--- src/rtl/hazard_unit.sv ---
// Pipeline hazard control for the 5-stage RISC-V core: forwarding selects,
// stall/flush controls, performance counters and a sticky memory-timeout flag.
module hazard_unit #(
  parameter int CNT_WIDTH   = 32,
  parameter int MEM_TIMEOUT = 255
) (
  input  logic                 clk,
  input  logic                 rst_n,
  input  logic [4:0]           Rs1D,
  input  logic [4:0]           Rs2D,
  input  logic [4:0]           RdE,
  input  logic [4:0]           RdM,
  input  logic                 RegWriteE,
  input  logic                 RegWriteM,
  input  logic                 ResultSrcE0,
  input  logic                 PCSrcE,
  input  logic                 MemReqM,
  input  logic                 MemReadyM,
  output logic [1:0]           ForwardAE,
  output logic [1:0]           ForwardBE,
  output logic                 StallF,
  output logic                 StallD,
  output logic                 StallE,
  output logic                 StallM,
  output logic                 FlushD,
  output logic                 FlushE,
  output logic                 FlushW,
  output logic [CNT_WIDTH-1:0] stall_cnt,
  output logic [CNT_WIDTH-1:0] flush_cnt,
  output logic                 mem_err
);

  localparam int WCNT_W = $clog2(MEM_TIMEOUT + 1);
  localparam logic [WCNT_W-1:0] WCNT_MAX = WCNT_W'(MEM_TIMEOUT);

  typedef enum logic {S_RUN, S_WAIT} state_t;

  state_t                state_q, state_d;
  logic [WCNT_W-1:0]     wait_q, wait_d;
  logic                  err_q, err_d;
  logic [1:0]            fwd_a_q, fwd_a_d;
  logic [1:0]            fwd_b_q, fwd_b_d;
  logic [CNT_WIDTH-1:0]  stall_q, stall_d;
  logic [CNT_WIDTH-1:0]  flush_q, flush_d;
  logic                  ld_use;
  logic                  mem_wait;

  // Youngest producer wins: the E-stage writer moves to M, the M-stage writer to W.
  function automatic logic [1:0] fwd_sel(input logic [4:0] src, input logic [4:0] rd_e,
                                         input logic we_e, input logic [4:0] rd_m,
                                         input logic we_m);
    if (we_e && rd_e != 5'd0 && rd_e == src)      return 2'b10;
    else if (we_m && rd_m != 5'd0 && rd_m == src) return 2'b01;
    else                                          return 2'b00;
  endfunction

  assign ld_use   = ResultSrcE0 & (RdE != 5'd0) & ((RdE == Rs1D) | (RdE == Rs2D));
  assign mem_wait = MemReqM & ~MemReadyM;

  always_comb begin
    StallF = 1'b0;
    StallD = 1'b0;
    StallE = 1'b0;
    StallM = 1'b0;
    FlushD = 1'b0;
    FlushE = 1'b0;
    FlushW = 1'b0;
    if (mem_wait) begin
      StallF = 1'b1;
      StallD = 1'b1;
      StallE = 1'b1;
      StallM = 1'b1;
      FlushW = 1'b1;
    end else if (PCSrcE) begin
      FlushD = 1'b1;
      FlushE = 1'b1;
    end else if (ld_use) begin
      StallF = 1'b1;
      StallD = 1'b1;
      FlushE = 1'b1;
    end
  end

  always_comb begin
    fwd_a_d = fwd_a_q;
    fwd_b_d = fwd_b_q;
    if (!mem_wait) begin
      if (FlushE) begin
        fwd_a_d = 2'b00;
        fwd_b_d = 2'b00;
      end else begin
        fwd_a_d = fwd_sel(Rs1D, RdE, RegWriteE, RdM, RegWriteM);
        fwd_b_d = fwd_sel(Rs2D, RdE, RegWriteE, RdM, RegWriteM);
      end
    end
  end

  always_comb begin
    state_d = state_q;
    wait_d  = '0;
    unique case (state_q)
      S_RUN: begin
        if (mem_wait) begin
          state_d = S_WAIT;
          wait_d  = WCNT_W'(1);
        end
      end
      S_WAIT: begin
        if (MemReadyM) state_d = S_RUN;
        if (mem_wait)  wait_d  = (wait_q == WCNT_MAX) ? wait_q : wait_q + 1'b1;
      end
      default: state_d = S_RUN;
    endcase
    err_d   = err_q | (wait_d == WCNT_MAX);
    stall_d = stall_q + CNT_WIDTH'(StallF);
    flush_d = flush_q + CNT_WIDTH'(PCSrcE & ~mem_wait);
  end

  always_ff @(posedge clk or negedge rst_n) begin
    if (!rst_n) begin
      state_q <= S_RUN;
      wait_q  <= '0;
      err_q   <= 1'b0;
      fwd_a_q <= 2'b00;
      fwd_b_q <= 2'b00;
      stall_q <= '0;
      flush_q <= '0;
    end else begin
      state_q <= state_d;
      wait_q  <= wait_d;
      err_q   <= err_d;
      fwd_a_q <= fwd_a_d;
      fwd_b_q <= fwd_b_d;
      stall_q <= stall_d;
      flush_q <= flush_d;
    end
  end

  assign ForwardAE = fwd_a_q;
  assign ForwardBE = fwd_b_q;
  assign stall_cnt = stall_q;
  assign flush_cnt = flush_q;
  assign mem_err   = err_q;

endmodule

--- config.mk ---
export PLATFORM = sky130hd
export DESIGN_NAME = hazard_unit
export DESIGN_NICKNAME = d
export VERILOG_FILES = /design/src/rtl/hazard_unit.sv
export SDC_FILE = /design/constraint.sdc
export NUM_CORES = 1
export LEC_CHECK = 0
export CORE_MARGIN = 5
export CORE_UTILIZATION = 45
export CTS_BUF_LIST = sky130_fd_sc_hd__clkbuf_4 sky130_fd_sc_hd__clkbuf_8
export DETAILED_ROUTE_END_ITERATION = 6
export GPL_TIMING_DRIVEN = 1
export PLACE_DENSITY = 0.78
export SLEW_MARGIN = 20
export SYNTH_ARGS = -nofsm -noshare
export SYNTH_HDL_FRONTEND = slang
export SYNTH_SLANG_ARGS = --single-unit
--- constraint.sdc ---
create_clock -name clk -period 2.5 [get_ports clk]
set_clock_uncertainty 0.15 [all_clocks]
set_input_delay 0.75 -clock clk [delete_from_list [all_inputs] [get_ports clk]]
set_output_delay 0.75 -clock clk [all_outputs]
set_load 0.005 [all_outputs]
==> flow_summary_export.csv, run 1 <==
group,metric,value,unit
run_status,status,"finished with violations",
run_status,violations,"setup timing",
synthesis,synth.yosys.seq_area_share,51.9,%
detailed_routing,first_iter_violations,86,
die,die_area,10300,µm²
final_layout,syn_to_final_growth,59.1,%
timing,rsz0062_at_grt,"true",
timing,timing_hold_violations_final,0,
detailed_routing,drt.antenna.violating_nets,0,
synthesis,yosysTopAreaCellShare,51.9,%
worst_setup_path,slowest_delay,0.25,ns
final_layout,fillCellCount,593,
synthesis,ys_seq_elements,78,
final_layout,layoutNonFillerInstCount,618,
worst_setup_path,cp-start-kind,"input pin",
die,rows,33,
clock_network,insertion_delay,0.34,ns
timing,fin_crit,2.94,ns
power,power_switching_share,26.7,%
placed_design,dp_hpwl,7130,µm
placed_design,placed_cells,578,
power,leakage,2.64,nW
worst_setup_path,crit_path_max_fanout,4,
clock_network,cts_tree,"built",
worst_setup_path,r2r_slack,0.40,ns
synthesis,synth_top_area_cell,"dfrtp_1",
placed_design,gp_routability_congestion,0.902,
synthesis,yosys-top-cells-count,"dfrtp_1 (78), xnor2_1 (57), nand3_1 (33), nand2_1 (32), xor2_1 (26)",
detailed_routing,vias,3265,
clock_network,root_buffer,"clkbuf_8",
worst_setup_path,cp.arrival,3.07,ns
synthesis,yosys_warnings,0,
die,die_x,101,µm
power,p_per_area,533,nW/µm²
synthesis,postSynthCellCount,340,
detailed_routing,wl_per_cell,16.9,µm
global_route,grt_pass1_wl,16900,µm
final_layout,fin_util,73.2,%
die,die_h,101,µm
power,comb_power_share,19.7,%
timing,worst_slack,-0.441,ns
synthesis,synthesis.nets,373,
clock_network,hold_buffers,0,
power,power.switching,0.850,mW
timing,slew_headroom,66.3,%
global_route,grt_use_total,20.8,%
timing,tightestPinTransition,0.501,ns
timing,setup_violations,32,
timing,maxSlewViolCount,0,
power,worst_ir_drop_vdd,351,µV
worst_setup_path,cp-end-kind,"flip-flop",
global_route,antenna_found_initial,0,
power,p_int,2.34,mW
clock_network,clockBufferDepth,2,
clock_network,htreeDepth,3,
final_layout,antenna_cells,0,
detailed_routing,vias_per_cell,5.28,
detailed_routing,drt_wl_total,10500,µm
flow_run,maxCapViolCount,0,
worst_setup_path,path_cells,"buf_8, xor2_1, nor3_2, nand3_2, a21oi_4, buf_6, a21o_1, buf_6, buf_6, ha_4, ha_4, and3_4, and3_4, and3_4, xor2_1",
timing,period_share,118,%
global_route,grt_max_degree,45,
clock_network,cts_made_buffers,9,
global_route,grt-ovfl-total,0,
die,core-area,8180,µm²
final_layout,fin_nets,541,
global_route,grt_pass1_vias,3487,
worst_setup_path,crit_type,"input pin to flip-flop",
synthesis,synth-async-reset-ratio,100,%
worst_setup_path,worst-path-buf-inv,4,
detailed_routing,drc,0,
placed_design,place.port_buffers,103,
die,io_pins,104,
worst_setup_path,critPathTopFamily,"simple AND/OR/NAND/NOR gates",
power,pwr-share-clk,32.8,%
synthesis,synth.top_cells.by_area,"dfrtp_1 (52%), xnor2_1 (13%), xor2_1 (6.1%), nand3_1 (4.4%), nand2_1 (3.2%)",
worst_setup_path,worstPathRequired,2.63,ns
final_layout,drive_gt1_share,32.2,%
clock_network,cts_num_sinks,78,
synthesis,syn_area,3760,µm²
min_path,hold_path_class,"input pin to async pin",
die,start_util,46.0,%
detailed_routing,drt_pass1_iterations,4,
synthesis,avgSynthCellArea,11.1,µm²
synthesis,synth.most_common_cell,"dfrtp_1",
synthesis,synth_edf_count,0,
placed_design,pre_cts_ws,-1.13,ns
power,pwr-share-seq,47.5,%
clock_network,clk_pin_slew,0.09,ns
synthesis,ys_types,45,
timing,max_freq,340,MHz
synthesis,synthFlopType,"dfrtp_1",
worst_setup_path,cp_slowest_cell,"and3_4",
[final timing paths]
check	endpoint	startpoint	depth (start not counted)
max	stall_cnt[12]	RdE[4]	15
min	stall_cnt[15]	rst_n	1
max reg2reg	stall_cnt[29]	stall_cnt[10]	5
min reg2reg	flush_cnt[31]	flush_cnt[31]	1
max in group asynchronous	ForwardAE[0]	rst_n	2
min in group clk	flush_cnt[31]	flush_cnt[31]	1
[stage by stage]
stage                     total power, mW  hold WS (ns)  TNS (ns)  area [µm²]
after global routing                 3.36         0.217    -13.49        5980
final                                3.19         0.199    -10.62        5980
after detailed placement             2.07         0.311    -47.34        5240
after global placement               2.05         0.308    -45.57        5240
after CTS                            3.16         0.203    -10.19        5810
after floorplan                      1.66         0.304     -6.40        3840
[placed cells by master, fill, tap and decap left out, drive strengths merged, types with 2 or more instances in the layout]
master         instances
inv                    3
nor3b                  2
nor2                  15
nor3                  12
bufinv                 2
xor2                  26
and4                   8
clkbuf                14
xnor2                 57
ha                     5
clkdlybuf4s15          3
and3                  14
a31oi                  3
o21ai                  6
buf                   77
or4                    2
dlygate4sd2            4
dfrtp                 78
a21oi                  4
and2                   2
nand4                 13
clkdlybuf4s50         77
nand3                 36
nand2                 32
o31ai                  2
[layout make-up]
cell class / instances / area [µm²] / area share, %
clock buffers: 11 / 139 / 2.32
clock inverters: 5 / 81.3 / 1.36
inverters: 2 / 12.5 / 0.209
multi-input cells: 253 / 2140 / 35.8
flip-flops and latches: 78 / 1950 / 32.6
well taps: 105 / 131 / 2.20
repair buffers: 164 / 1530 / 25.5
[power by group through the flow]
stage / logic [mW] / clock network (mW) / registers, mW
3_3_place_gp: 0.536 / 0 / 1.51
4_1_cts: 0.592 / 1.07 / 1.51
2_1_floorplan: 0.159 / 0 / 1.50
5_1_grt: 0.686 / 1.13 / 1.54
3_5_place_dp: 0.547 / 0 / 1.52
6_report: 0.628 / 1.05 / 1.52
[cells by family after synthesis]
family | synth area share [%]
and+or+nand+nor | 21.9
xor gates and xnor gates | 19.3
DFF | 51.9
AOI/OAI and AO/OA | 3.73
buffers and inverters | 1.23
adders and majority gates | 1.66
muxes | 0.266
[flip-flops by register name, summed over array words and instances, names as in the netlist]
signal	count
stall_cnt	32
ForwardAE	2
state_q	1
ForwardBE	2
wait_q	8
flush_cnt	32
mem_err	1
[routing by layer]
metal	vias to the layer above	track usage, %	wire (µm)
li1	1527	-	-
met1	1593	26.1	4300
met2	125	33.5	5170
met3	20	6.13	741
met4	0	8.69	240
met5	-	0	0
[worst register-to-register path, stage by stage, from the launching register on]
cell	delay, ns
dfrtp_1	0.52
nand4_4	0.21
nor4_4	0.55
and3_4	0.34
nand3_4	0.09
xnor2_2	0.14
[what timing repair did]
action	4_1_cts	5_1_grt
resized for setup	132	45
pin swaps	30	26
setup buffers	25	9
hold endpoints to repair	0	0
cloned	0	0
endpoints found under the setup margin	62	47
No activity file was read; power rests on OpenSTA's default activity.
==> run 2, diff against run 1 <==
- SKIP_CTS_REPAIR_TIMING: unset -> 1
==> run 2 against run 1 <==
The run still ends with setup timing left; flip-flop and latch count unchanged; worst setup slack better by 0.13 ns; global-route usage down 1.9 points; critical endpoint is now FlushE; die area unchanged; total power decreased by 1.7%; clock power barely moved; sequential share of layout area up 1.2 points.
==> flow_summary_export.csv, run 2 (synthesis gave the netlist of run 1 again) <==
group,metric,value,unit
die,die_h,101,µm
die,die_area,10300,µm²
global_route,grt_use_total,18.8,%
die,start_util,46.0,%
global_route,grt_pass1_vias,3249,
die,rows,33,
timing,hold_slack,0.196,ns
detailed_routing,drt_pass1_iterations,5,
clock_network,cts_tree,"built",
clock_network,htreeDepth,3,
detailed_routing,wl_per_cell,16.4,µm
power,leakage,2.64,nW
timing,rsz0062_at_grt,"true",
placed_design,gp_routability_congestion,0.902,
die,core-area,8180,µm²
global_route,grt-ovfl-total,0,
timing,setup_violations,29,
global_route,antenna_found_initial,0,
detailed_routing,vias_per_cell,5.22,
detailed_routing,drc,0,
worst_setup_path,cp-end-kind,"primary output",
timing,max_freq,356,MHz
timing,slew_headroom,66.6,%
final_layout,syn_to_final_growth,53.5,%
die,die_x,101,µm
flow_run,maxCapViolCount,0,
detailed_routing,drt.antenna.violating_nets,0,
global_route,grt_max_degree,45,
detailed_routing,vias,3141,
detailed_routing,first_iter_violations,84,
timing,tightestPinTransition,0.498,ns
run_status,status,"finished with violations",
clock_network,clockBufferDepth,2,
timing,timing_hold_violations_final,0,
final_layout,drive_gt1_share,27.4,%
placed_design,place.port_buffers,103,
min_path,hold_path_class,"input pin to async pin",
clock_network,cts_num_sinks,78,
worst_setup_path,cp-start-kind,"input pin",
worst_setup_path,worstPathRequired,1.60,ns
detailed_routing,drt_wl_total,9850,µm
power,worst_ir_drop_vdd,342,µV
clock_network,cts_made_buffers,9,
placed_design,dp_hpwl,7130,µm
final_layout,fin_util,70.6,%
global_route,grt_pass1_wl,15400,µm
power,p_per_area,543,nW/µm²
final_layout,fin_nets,525,
run_status,violations,"setup timing",
timing,fin_crit,2.81,ns
timing,period_share,112,%
placed_design,placed_cells,578,
worst_setup_path,cp.arrival,1.91,ns
timing,maxSlewViolCount,0,
final_layout,layoutNonFillerInstCount,602,
clock_network,clk_pin_slew,0.09,ns
timing,worst_slack,-0.306,ns
final_layout,layout_commonest_cell,"dfrtp_1",
power,total_power,3.13,mW
worst_setup_path,r2r_slack,0.39,ns
die,io_pins,104,
worst_setup_path,crit_path_max_fanout,3,
placed_design,place_area,5240,µm²
final_layout,final_cell_mix,"dfrtp_1 (78), clkdlybuf4s50_1 (77), xnor2_1 (49)",
worst_setup_path,crit_type,"input pin to primary output",
clock_network,root_buffer,"clkbuf_8",
final_layout,antenna_cells,0,
final_layout,finalInstanceArea,5770,µm²
clock_network,insertion_delay,0.35,ns
-- run 2: cell count changes in the layout (fill, tap and decap cells not counted), moves of 3 or more --
cell and change:
dlymetal6s2s_1 +12, dlygate4sd2_1 -4, buf_2 -5, buf_6 -13, clkbuf_2 +7, buf_4 -10
nand2_2 -3
-- run 2: final timing paths --
check / from / end / depth (start not counted)
worst max-delay path: RdE[4] / FlushE / 8
worst min register to register: flush_cnt[31] / flush_cnt[31] / 1
worst max register to register: stall_cnt[10] / stall_cnt[29] / 5
min in group clk: flush_cnt[31] / flush_cnt[31] / 1
worst min-delay path: rst_n / stall_cnt[15] / 1
max in group asynchronous: rst_n / ForwardAE[0] / 2
-- run 2: worst max-delay path, cell delays in order --
cell and delay (ns):
buf_8 0.11, xor2_2 0.16, nor3_2 0.20, nand3_2 0.13, a21oi_2 0.18, buf_4 0.14
o21a_1 0.13, buf_2 0.11
-- run 2: where the power goes --
group	switching, mW	internal, mW	total [mW]
Sequential	0.149	1.36	1.51
Clock	0.462	0.587	1.05
Combinational	0.217	0.357	0.575
-- run 2: final cells by class --
| type | count | area, µm² |
|---|---|---|
| Fill cell | 613 | 2400 |
| Multi-Input combinational cell | 253 | 2060 |
| Sequential cell | 78 | 1950 |
| Timing Repair Buffer | 148 | 1400 |
| Clock buffer | 11 | 139 |
| Tap cell | 105 | 131 |
| Clock inverter | 5 | 81.3 |
| Inverter | 2 | 12.5 |
-- run 2: per-layer routing --
layer,up-vias,part of all wire (%),wire (µm),GRT usage (%)
met5,-,0,0,0
met4,0,2.1,204,6.34
met3,16,6.5,639,5.37
met2,99,49,4800,30.3
met1,1536,43,4210,24.5
li1,1490,-,-,-
-- run 2: per-stage QoR --
step,setup TNS [ns],setup WS (ns)
after detailed placement,-47.34,-1.13
after floorplan,-6.40,-0.415
after CTS,-26.92,-1.12
after global routing,-7.54,-0.373
after global placement,-45.57,-1.10
final,-4.24,-0.306
